File: src/rtl/fc_layer_engine_if.sv
// Memory-side bus of the fully-connected layer engine: start handshake, operand read
// ports (data/weight/bias) and the result write port toward the temp RAM.
interface fc_layer_engine_if #(
    parameter int unsigned N_IN   = 48,
    parameter int unsigned N_OUT  = 10,
    parameter int unsigned DATA_W = 32
);
    localparam int unsigned DAW = (N_IN > 1) ? $clog2(N_IN) : 1;
    localparam int unsigned WAW = (N_IN * N_OUT > 1) ? $clog2(N_IN * N_OUT) : 1;
    localparam int unsigned OAW = (N_OUT > 1) ? $clog2(N_OUT) : 1;

    logic                     start;
    logic signed [DATA_W-1:0] curdata;
    logic signed [DATA_W-1:0] curweight;
    logic signed [DATA_W-1:0] curbias;
    logic [DAW-1:0]           data_addr;
    logic [WAW-1:0]           weight_addr;
    logic [OAW-1:0]           bias_addr;
    logic [OAW-1:0]           temp_addr;
    logic signed [DATA_W-1:0] temp_data;
    logic                     temp_wren;
    logic                     busy;
    logic                     ready;

    modport master (
        input  start, curdata, curweight, curbias,
        output data_addr, weight_addr, bias_addr, temp_addr, temp_data, temp_wren, busy, ready
    );

    modport slave (
        output start, curdata, curweight, curbias,
        input  data_addr, weight_addr, bias_addr, temp_addr, temp_data, temp_wren, busy, ready
    );
endinterface

File: src/rtl/fc_layer_engine.sv
// Fully-connected layer engine: per-neuron fixed-point dot product plus bias, saturated and
// written to temp RAM. Optional ReLU output stage compiled in with `define FC_RELU_EN.
module fc_layer_engine #(
    parameter int unsigned N_IN      = 48,
    parameter int unsigned N_OUT     = 10,
    parameter int unsigned DATA_W    = 32,
    parameter int unsigned FRAC_BITS = 16,
    parameter int unsigned MEM_LAT   = 1
) (
    input logic            Clk,
    input logic            Reset,
    fc_layer_engine_if.master bus
);
    localparam int unsigned DAW   = (N_IN > 1) ? $clog2(N_IN) : 1;
    localparam int unsigned WAW   = (N_IN * N_OUT > 1) ? $clog2(N_IN * N_OUT) : 1;
    localparam int unsigned OAW   = (N_OUT > 1) ? $clog2(N_OUT) : 1;
    localparam int unsigned ACC_W = 2 * DATA_W + $clog2(N_IN) + 1;
    localparam int unsigned PW    = 2 * DATA_W;

    localparam logic signed [ACC_W-1:0] SatMax = {{(ACC_W-DATA_W+1){1'b0}}, {(DATA_W-1){1'b1}}};
    localparam logic signed [ACC_W-1:0] SatMin = {{(ACC_W-DATA_W+1){1'b1}}, {(DATA_W-1){1'b0}}};

    typedef enum logic [2:0] {StIdle, StIssue, StDrain, StWrite, StDone} state_e;

    state_e                   state_q, state_d;
    logic [DAW-1:0]           k_q, k_d;
    logic [OAW-1:0]           neuron_q, neuron_d;
    logic [WAW-1:0]           waddr_q, waddr_d;
    logic [1:0]               drain_q, drain_d;
    logic signed [ACC_W-1:0]  acc_q, acc_d;
    logic signed [DATA_W-1:0] bias_q, bias_d;
    logic signed [DATA_W-1:0] tdata_q, tdata_d;
    logic [MEM_LAT-1:0]       tag_q, tag_d;
    logic [MEM_LAT-1:0]       first_q, first_d;

    logic                     issue, first_in;
    logic                     last_k, last_n;
    logic signed [PW-1:0]     data_ext, weight_ext, prod, prod_sh;
    logic signed [ACC_W-1:0]  prod_acc, sum;
    logic signed [DATA_W-1:0] res;

    assign issue    = (state_q == StIssue);
    assign first_in = issue && (k_q == '0);
    assign last_k   = (k_q == DAW'(N_IN - 1));
    assign last_n   = (neuron_q == OAW'(N_OUT - 1));

    // Valid and first-of-neuron tags ride alongside each issued address for MEM_LAT cycles.
    if (MEM_LAT == 1) begin : g_tag1
        assign tag_d   = issue;
        assign first_d = first_in;
    end else begin : g_tagn
        assign tag_d   = {tag_q[MEM_LAT-2:0], issue};
        assign first_d = {first_q[MEM_LAT-2:0], first_in};
    end

    assign data_ext   = {{DATA_W{bus.curdata[DATA_W-1]}}, bus.curdata};
    assign weight_ext = {{DATA_W{bus.curweight[DATA_W-1]}}, bus.curweight};
    assign prod       = data_ext * weight_ext;
    assign prod_sh    = prod >>> FRAC_BITS;
    assign prod_acc   = {{(ACC_W-PW){prod_sh[PW-1]}}, prod_sh};
    assign sum        = acc_q + {{(ACC_W-DATA_W){bias_q[DATA_W-1]}}, bias_q};

    always_comb begin
        res = sum[DATA_W-1:0];
`ifdef FC_RELU_EN
        if (sum < 0) begin
            res = '0;
        end else if (sum > SatMax) begin
            res = SatMax[DATA_W-1:0];
        end
`else
        if (sum > SatMax) begin
            res = SatMax[DATA_W-1:0];
        end else if (sum < SatMin) begin
            res = SatMin[DATA_W-1:0];
        end
`endif
    end

    always_comb begin
        state_d  = state_q;
        k_d      = k_q;
        neuron_d = neuron_q;
        waddr_d  = waddr_q;
        drain_d  = drain_q;
        acc_d    = acc_q;
        bias_d   = bias_q;
        tdata_d  = tdata_q;

        if (tag_q[MEM_LAT-1]) begin
            acc_d = acc_q + prod_acc;
        end
        if (first_q[MEM_LAT-1]) begin
            bias_d = bus.curbias;
        end

        case (state_q)
            StIdle: begin
                if (bus.start) begin
                    state_d  = StIssue;
                    k_d      = '0;
                    neuron_d = '0;
                    waddr_d  = '0;
                    acc_d    = '0;
                end
            end
            StIssue: begin
                // Addresses freeze on the last index so they hold through DRAIN.
                if (last_k) begin
                    state_d = StDrain;
                    drain_d = '0;
                end else begin
                    k_d     = k_q + DAW'(1);
                    waddr_d = waddr_q + WAW'(1);
                end
            end
            StDrain: begin
                if (drain_q == 2'(MEM_LAT - 1)) begin
                    state_d = StWrite;
                end else begin
                    drain_d = drain_q + 2'd1;
                end
            end
            StWrite: begin
                tdata_d = res;
                acc_d   = '0;
                if (last_n) begin
                    state_d = StDone;
                end else begin
                    state_d  = StIssue;
                    neuron_d = neuron_q + OAW'(1);
                    k_d      = '0;
                    waddr_d  = waddr_q + WAW'(1);
                end
            end
            StDone: begin
                state_d  = StIdle;
                neuron_d = '0;
                k_d      = '0;
                waddr_d  = '0;
            end
            default: state_d = StIdle;
        endcase
    end

    always_ff @(posedge Clk) begin
        if (Reset) begin
            state_q  <= StIdle;
            k_q      <= '0;
            neuron_q <= '0;
            waddr_q  <= '0;
            drain_q  <= '0;
            acc_q    <= '0;
            bias_q   <= '0;
            tdata_q  <= '0;
            tag_q    <= '0;
            first_q  <= '0;
        end else begin
            state_q  <= state_d;
            k_q      <= k_d;
            neuron_q <= neuron_d;
            waddr_q  <= waddr_d;
            drain_q  <= drain_d;
            acc_q    <= acc_d;
            bias_q   <= bias_d;
            tdata_q  <= tdata_d;
            tag_q    <= tag_d;
            first_q  <= first_d;
        end
    end

    assign bus.data_addr   = k_q;
    assign bus.weight_addr = waddr_q;
    assign bus.bias_addr   = neuron_q;
    assign bus.temp_addr   = neuron_q;
    assign bus.temp_wren   = (state_q == StWrite);
    assign bus.temp_data   = (state_q == StWrite) ? res : tdata_q;
    assign bus.busy        = (state_q != StIdle);
    assign bus.ready       = (state_q == StDone);
endmodule

File: src/flat_wrapper.sv
// flat-port wrapper written by rule: the top's interface ports become plain ports
module fc_layer_engine_flat 
#(
    parameter int unsigned N_IN      = 48,
    parameter int unsigned N_OUT     = 10,
    parameter int unsigned DATA_W    = 32,
    parameter int unsigned FRAC_BITS = 16,
    parameter int unsigned MEM_LAT   = 1
)
  (Clk, Reset, bus_start, bus_curdata, bus_curweight, bus_curbias, bus_data_addr, bus_weight_addr, bus_bias_addr, bus_temp_addr, bus_temp_data, bus_temp_wren, bus_busy, bus_ready);
  fc_layer_engine_if #(.N_IN(N_IN), .N_OUT(N_OUT), .DATA_W(DATA_W)) bus_i ();
  input logic Clk;
  input logic Reset;
  input wire logic [$bits(bus_i.start)-1:0] bus_start;
  input wire logic [$bits(bus_i.curdata)-1:0] bus_curdata;
  input wire logic [$bits(bus_i.curweight)-1:0] bus_curweight;
  input wire logic [$bits(bus_i.curbias)-1:0] bus_curbias;
  output wire logic [$bits(bus_i.data_addr)-1:0] bus_data_addr;
  output wire logic [$bits(bus_i.weight_addr)-1:0] bus_weight_addr;
  output wire logic [$bits(bus_i.bias_addr)-1:0] bus_bias_addr;
  output wire logic [$bits(bus_i.temp_addr)-1:0] bus_temp_addr;
  output wire logic [$bits(bus_i.temp_data)-1:0] bus_temp_data;
  output wire logic [$bits(bus_i.temp_wren)-1:0] bus_temp_wren;
  output wire logic [$bits(bus_i.busy)-1:0] bus_busy;
  output wire logic [$bits(bus_i.ready)-1:0] bus_ready;
  assign bus_i.start = bus_start;
  assign bus_i.curdata = bus_curdata;
  assign bus_i.curweight = bus_curweight;
  assign bus_i.curbias = bus_curbias;
  assign bus_data_addr = bus_i.data_addr;
  assign bus_weight_addr = bus_i.weight_addr;
  assign bus_bias_addr = bus_i.bias_addr;
  assign bus_temp_addr = bus_i.temp_addr;
  assign bus_temp_data = bus_i.temp_data;
  assign bus_temp_wren = bus_i.temp_wren;
  assign bus_busy = bus_i.busy;
  assign bus_ready = bus_i.ready;
  fc_layer_engine #(.N_IN(N_IN), .N_OUT(N_OUT), .DATA_W(DATA_W), .FRAC_BITS(FRAC_BITS), .MEM_LAT(MEM_LAT)) u_core (.Clk(Clk), .Reset(Reset), .bus(bus_i));
endmodule
File: config.mk
export PLATFORM = sky130hd
export DESIGN_NAME = fc_layer_engine_flat
export DESIGN_NICKNAME = d
export VERILOG_FILES = /design/src/rtl/fc_layer_engine_if.sv /design/src/rtl/fc_layer_engine.sv /design/src/flat_wrapper.sv
export SDC_FILE = /design/constraint.sdc
export NUM_CORES = 2
export LEC_CHECK = 0
export ABC_AREA = 1
export BUFFER_PORTS_ARGS = -buffer_cell sky130_fd_sc_hd__buf_2
export CAP_MARGIN = 20
export CORE_MARGIN = 2
export CORE_UTILIZATION = 47
export CTS_BUF_LIST = sky130_fd_sc_hd__clkbuf_4 sky130_fd_sc_hd__clkbuf_8
export DETAILED_ROUTE_END_ITERATION = 10
export GPL_TIMING_DRIVEN = 0
export SLEW_MARGIN = 25
export SYNTH_ARGS = -nofsm -noshare
export SYNTH_HDL_FRONTEND = slang
export SYNTH_SLANG_ARGS = --single-unit
File: constraint.sdc
create_clock -name Clk -period 17 [get_ports Clk]
set_input_delay 1.7 -clock Clk [delete_from_list [all_inputs] [get_ports Clk]]
set_output_delay 1.7 -clock Clk [all_outputs]
set_load 0.02 [all_outputs]
* Word-level counts from Yosys, hierarchy flattened
Cells that the tools add are included.
** Operators by class
- Add/sub/neg operators :: 6
- Reductions and logical operators :: 12
- Magnitude comparators :: 2
- Equal/unequal tests :: 12
- $mul :: 1
- Multiplexer cells :: 25
** Operators by type and width (count)
- $mux W71 :: 2
- $pmux W71 S2 :: 1
- $mux W32 :: 3
- $add A71 B48 Y71 :: 1
- $add A71 B71 Y71 :: 1
- $gt A71 B32 Y1 const B :: 1
- $lt A71 B32 Y1 const B :: 1
- $mul A32 B32 Y64 :: 1
- $pmux W9 S4 :: 1
- $mux W9 :: 3
- $pmux W6 S4 :: 1
- $mux W6 :: 3
- $mux W3 :: 4
- $pmux W3 S4 :: 1
- $pmux W4 S3 :: 1
- $ne A2 B2 Y1 const B :: 5
- $add A9 B1 Y9 const B :: 1
- $reduce_and A3 Y1 :: 3
- $mux W4 :: 2
- $add A6 B1 Y6 const B :: 1
- $eq A3 B2 Y1 const B :: 2
- $eq A6 B6 Y1 const B :: 1
- $logic_not A6 Y1 :: 1
- $reduce_bool A3 Y1 :: 2
- other kinds (14) :: 15
** Storage, ports and cells
- Output and inout bits :: 58
- Logic and storage cells :: 68
- Input port bits :: 99
- Register bits :: 161

* Depth between registers and ports, before layout
- Depth in word-level cells :: 5
- Mapped depth :: 53
- Depth with buffers taken out :: 52

* Least setup slack after synthesis
OpenSTA, ideal clock, no wires.
- Path type :: input to register
- Start :: input bus_curdata[31]
- End :: register u_core.acc_q[68]
- Slack :: 6228 ps
- Setup time :: 115 ps
- Buffers on the path :: 1
- Stages :: 36
- Data arrival time :: 10657 ps
- Required time :: 16885 ps
- Path through :: clkbuf_1 > nand2_1 > inv_1 > fa_1 > fa_1 > fa_1 > fa_1 > inv_1 > fa_1 > inv_1 > fa_1 > inv_1 > fa_1 > inv_1 > fa_1 > ha_1 > a21oi_1 > inv_1 > a31oi_1 > o21ai_0 > a211oi_1 > nand2_1 > nand2_1 > nand2_1 > ha_1 > nand2_1 > nor2_1 > inv_1 > nor2_1 > inv_1 > o311ai_0 > nand2_1 > o211ai_1 > nor2_1 > o21ai_0 > inv_1
** On the way
- Longest elaborated chain between the ends :: 5
** Ends and longest elaborated chain
- from (decl) :: RTL line flat_wrapper.sv:15 : input wire logic [$bits(bus_i.curdata)-1:0] bus_curdata;
- $mul A32 B32 Y64 * :: RTL line fc_layer_engine.sv:58 : assign prod = data_ext * weight_ext;
- $add A71 B48 Y71 * :: RTL line fc_layer_engine.sv:91 : acc_d = acc_q + prod_acc;
- $mux W71 * :: RTL line fc_layer_engine.sv:90 : if (tag_q[MEM_LAT-1]) begin
- $mux W71 :: RTL line fc_layer_engine.sv:99 : if (bus.start) begin
- $pmux W71 S2 * :: RTL line fc_layer_engine.sv:97 : case (state_q)
- to (signal assigned) :: RTL line fc_layer_engine.sv:153 : acc_q <= '0;
- to (signal assigned) :: RTL line fc_layer_engine.sv:164 : acc_q <= acc_d;
- to (decl) :: RTL line fc_layer_engine.sv:30 : logic signed [ACC_W-1:0] acc_q, acc_d;
Every way passes the cells marked *; elsewhere a longest branch is shown, timed or not.
A chain may end at the register's enable or synchronous reset.

* Worst setup path in the final report
- Start :: input bus_curdata[31]
- End :: register u_core.acc_q[66]
Same word-level chain as after synthesis.

==> results.sh <==
export IMPL_status="complete, no violations"
export IMPL_die_h_um=347
export IMPL_n_fill_cell=12100
export IMPL_crit_path_frequent_cell="fa_1"
export IMPL_cts_buffer_depth=2
export IMPL_rsz0062_at_grt="no"
export IMPL_final_nets=9520
export IMPL_io_pins=157
export IMPL_grt_overflow_total=0
export IMPL_syn_mean_instance_area_um2=7.07
export IMPL_critPathArrivalTime_ns=14.14
export IMPL_tritoncts="built"
export IMPL_multiInputGateArea_mm2=0.0434
export IMPL_final_min_clock_period_ns=13.63
export IMPL_clkLatencyLatePin_ns=0.57
export IMPL_slowest_delay_ns=1.04
export IMPL_ff_latch_area_mm2=0.00322
export IMPL_layout_commonest_cell="inv_1"
export IMPL_wl_per_cell_um=21.7
export IMPL_die_area_mm2=0.121
export IMPL_grt_max_degree=36
export IMPL_placed_cell_area_mm2=0.0581
export IMPL_hold_violations=0
export IMPL_grt_pass1_wl_um=311000
export IMPL_worst_pin_slew_ns=1.22
export IMPL_portBuffers=155
export IMPL_start_kind="input port"
export IMPL_postCtsSetupRepairBufs=0
export IMPL_synth_top_cell_by_area="fa_1"
export IMPL_crit_type="input port to flop"
export IMPL_skew_ns=0.0341
export IMPL_route_detailed_drc=0
export IMPL_fmaxAchievable_mhz=73.4
export IMPL_routabilityCongestion=1.02
export IMPL_post_dp_hpwl_um=184000
export IMPL_drtAntennaViolNets=0
export IMPL_worstPathRequired_ns=17.51
export IMPL_first_global_vias=49300
export IMPL_fin_setup_tns_ns=0
export IMPL_start_util_pct=47.6
export IMPL_fp_row_count=125
export IMPL_hold_buffers=0
export IMPL_worstHoldPathType="flop to flop"
export IMPL_stdcell_area_mm2=0.0586
export IMPL_syn_inst=7837
export IMPL_synth_ff_type="dfxtp_1"
export IMPL_antenna_found_initial=2
export IMPL_final_cell_mix="2,077 x inv_1, 2,000 x nand2_1, 1,082 x fa_1"
export IMPL_layout_drive_gt1_share_pct=4.09
export IMPL_cts_htree_levels=4
export IMPL_synth_seq_cells=161
export IMPL_core_mm2=0.117
export IMPL_worstSetupEndpointType="flop"
export IMPL_netlist_area_leader_share_pct=39.1
export IMPL_die_x_um=347
export IMPL_postSynth_asyncResetShare_pct=0
export IMPL_synthToLayoutAreaGrowth_pct=5.75
export IMPL_relSlewSlack_pct=18.6
export IMPL_syn_nets=9345
export IMPL_yosysWarnings=0
export IMPL_drv_slew=0
export IMPL_firstDrtPassIters=6
export IMPL_synth_edf_count=0
export IMPL_vias=50800
export IMPL_maxCapViolCount=0
export IMPL_cts_repair_resized=0
export IMPL_drt_total_wl_um=207000
export IMPL_place_inst=9517
export IMPL_vias_per_cell=5.32
export IMPL_yosysSeqAreaShare_pct=5.82
export IMPL_ys_top_cells_by_area="fa_1 39%, inv_1 14%, nand2_1 14%"
export IMPL_cts_buffers_inserted=17
export IMPL_grt_use_total_pct=34.6
export IMPL_syn_area_mm2=0.0554
export IMPL_critPathMaxFanout=23
export IMPL_drtIter0Drc=4797
export IMPL_cts_root_buf="clkbuf_8"
export IMPL_setup_viol=0
export IMPL_cp_slowest_cell="fa_1"
export IMPL_finalNonFillerCells=9550
export IMPL_cts_sinks=161
export IMPL_finalCritPeriodShare_pct=80.2
export IMPL_synthDistinctLibCells=53
export IMPL_clk_pin_slew_ns=0.10
-- metal layers --
metal  GRT usage (%)  share of wire [%]
met5               0                  0
met4            12.3                4.3
met3            5.86                8.8
met2            55.7                 46
met1            47.1                 41
-- cell type report --
| class | count | area share, % |
|---|---|---|
| antenna | 2 | 0.00854 |
| buffer | 244 | 1.70 |
| clock buffer | 19 | 0.436 |
| clock inverter | 12 | 0.335 |
| inverter | 2088 | 13.4 |
| multi-input combinational | 5344 | 74.0 |
| sequential | 161 | 5.50 |
| tap | 1524 | 3.25 |
| timing repair buffer | 156 | 1.36 |
-- flip-flops by register name, indices dropped and copies added, names as in the netlist --
name	cells
u_core.tdata_q	32
u_core.tag_q	1
u_core.bus.bias_addr	4
u_core.bus.data_addr	6
u_core.bus.weight_addr	9
u_core.state_q	3
u_core.bias_q	32
u_core.first_q	1
u_core.acc_q	71
u_core.drain_q	2
-- Yosys cell counts (43+ instances only) --
cell type	n
nand4_1	67
nor2_1	649
o21ai_0	216
a31oi_1	51
nand2_1	2000
dfxtp_1	161
ha_1	326
o211ai_1	43
clkbuf_1	226
nand3_1	196
a21oi_1	323
xor2_1	73
fa_1	1083
inv_1	2077
-- logic make-up (layout without fill, tap and decap cells) --
family          Yosys count  in the layout  share of synthesized area, %
buf+inv                2332           2519                          15.9
compound gates          739            739                          7.51
fa+ha+maj              1409           1409                          46.5
xor+xnor                113            113                          1.79
other cells               0              2                             0
simple gates           3083           3083                          22.5
flops                   161            161                          5.82
-- critical path: cells and delay by family --
family	cells	cell delay, ns
adder cells (fa/ha/maj)	10	6.08
AND/OR/NAND/NOR	14	4.09
buffers and inverters	8	1.73
AO/OA/AOI/OAI	2	0.49
-- path summary, 6_finish.rpt --
check	slack, ns	startpoint	cells past startpoint	to
worst max register to register	12.16	u_core.acc_q[0]	21	u_core.tdata_q[10]
worst min register to register	0.47	u_core.bus.data_addr[5]	1	u_core.first_q
worst max-delay path	3.37	bus_curdata[31]	34	u_core.acc_q[66]
worst min-delay path	0.47	u_core.bus.data_addr[5]	1	u_core.first_q
-- per-stage QoR --
step | util [%] | setup WS, ns | hold slack, ns
global route | 50.3 | 2.76 | 0.501
floorplan | - | 6.23 | 0.440
global placement | 49.9 | 3.06 | 0.455
finish | 50.3 | 3.37 | 0.467
CTS | 50.3 | 3.61 | 0.478
detailed placement | 49.9 | 3.07 | 0.460
Power is left out: the tool's default activity adds up to more than one toggle a clock period on the data nets, which glitch-free logic cannot reach.
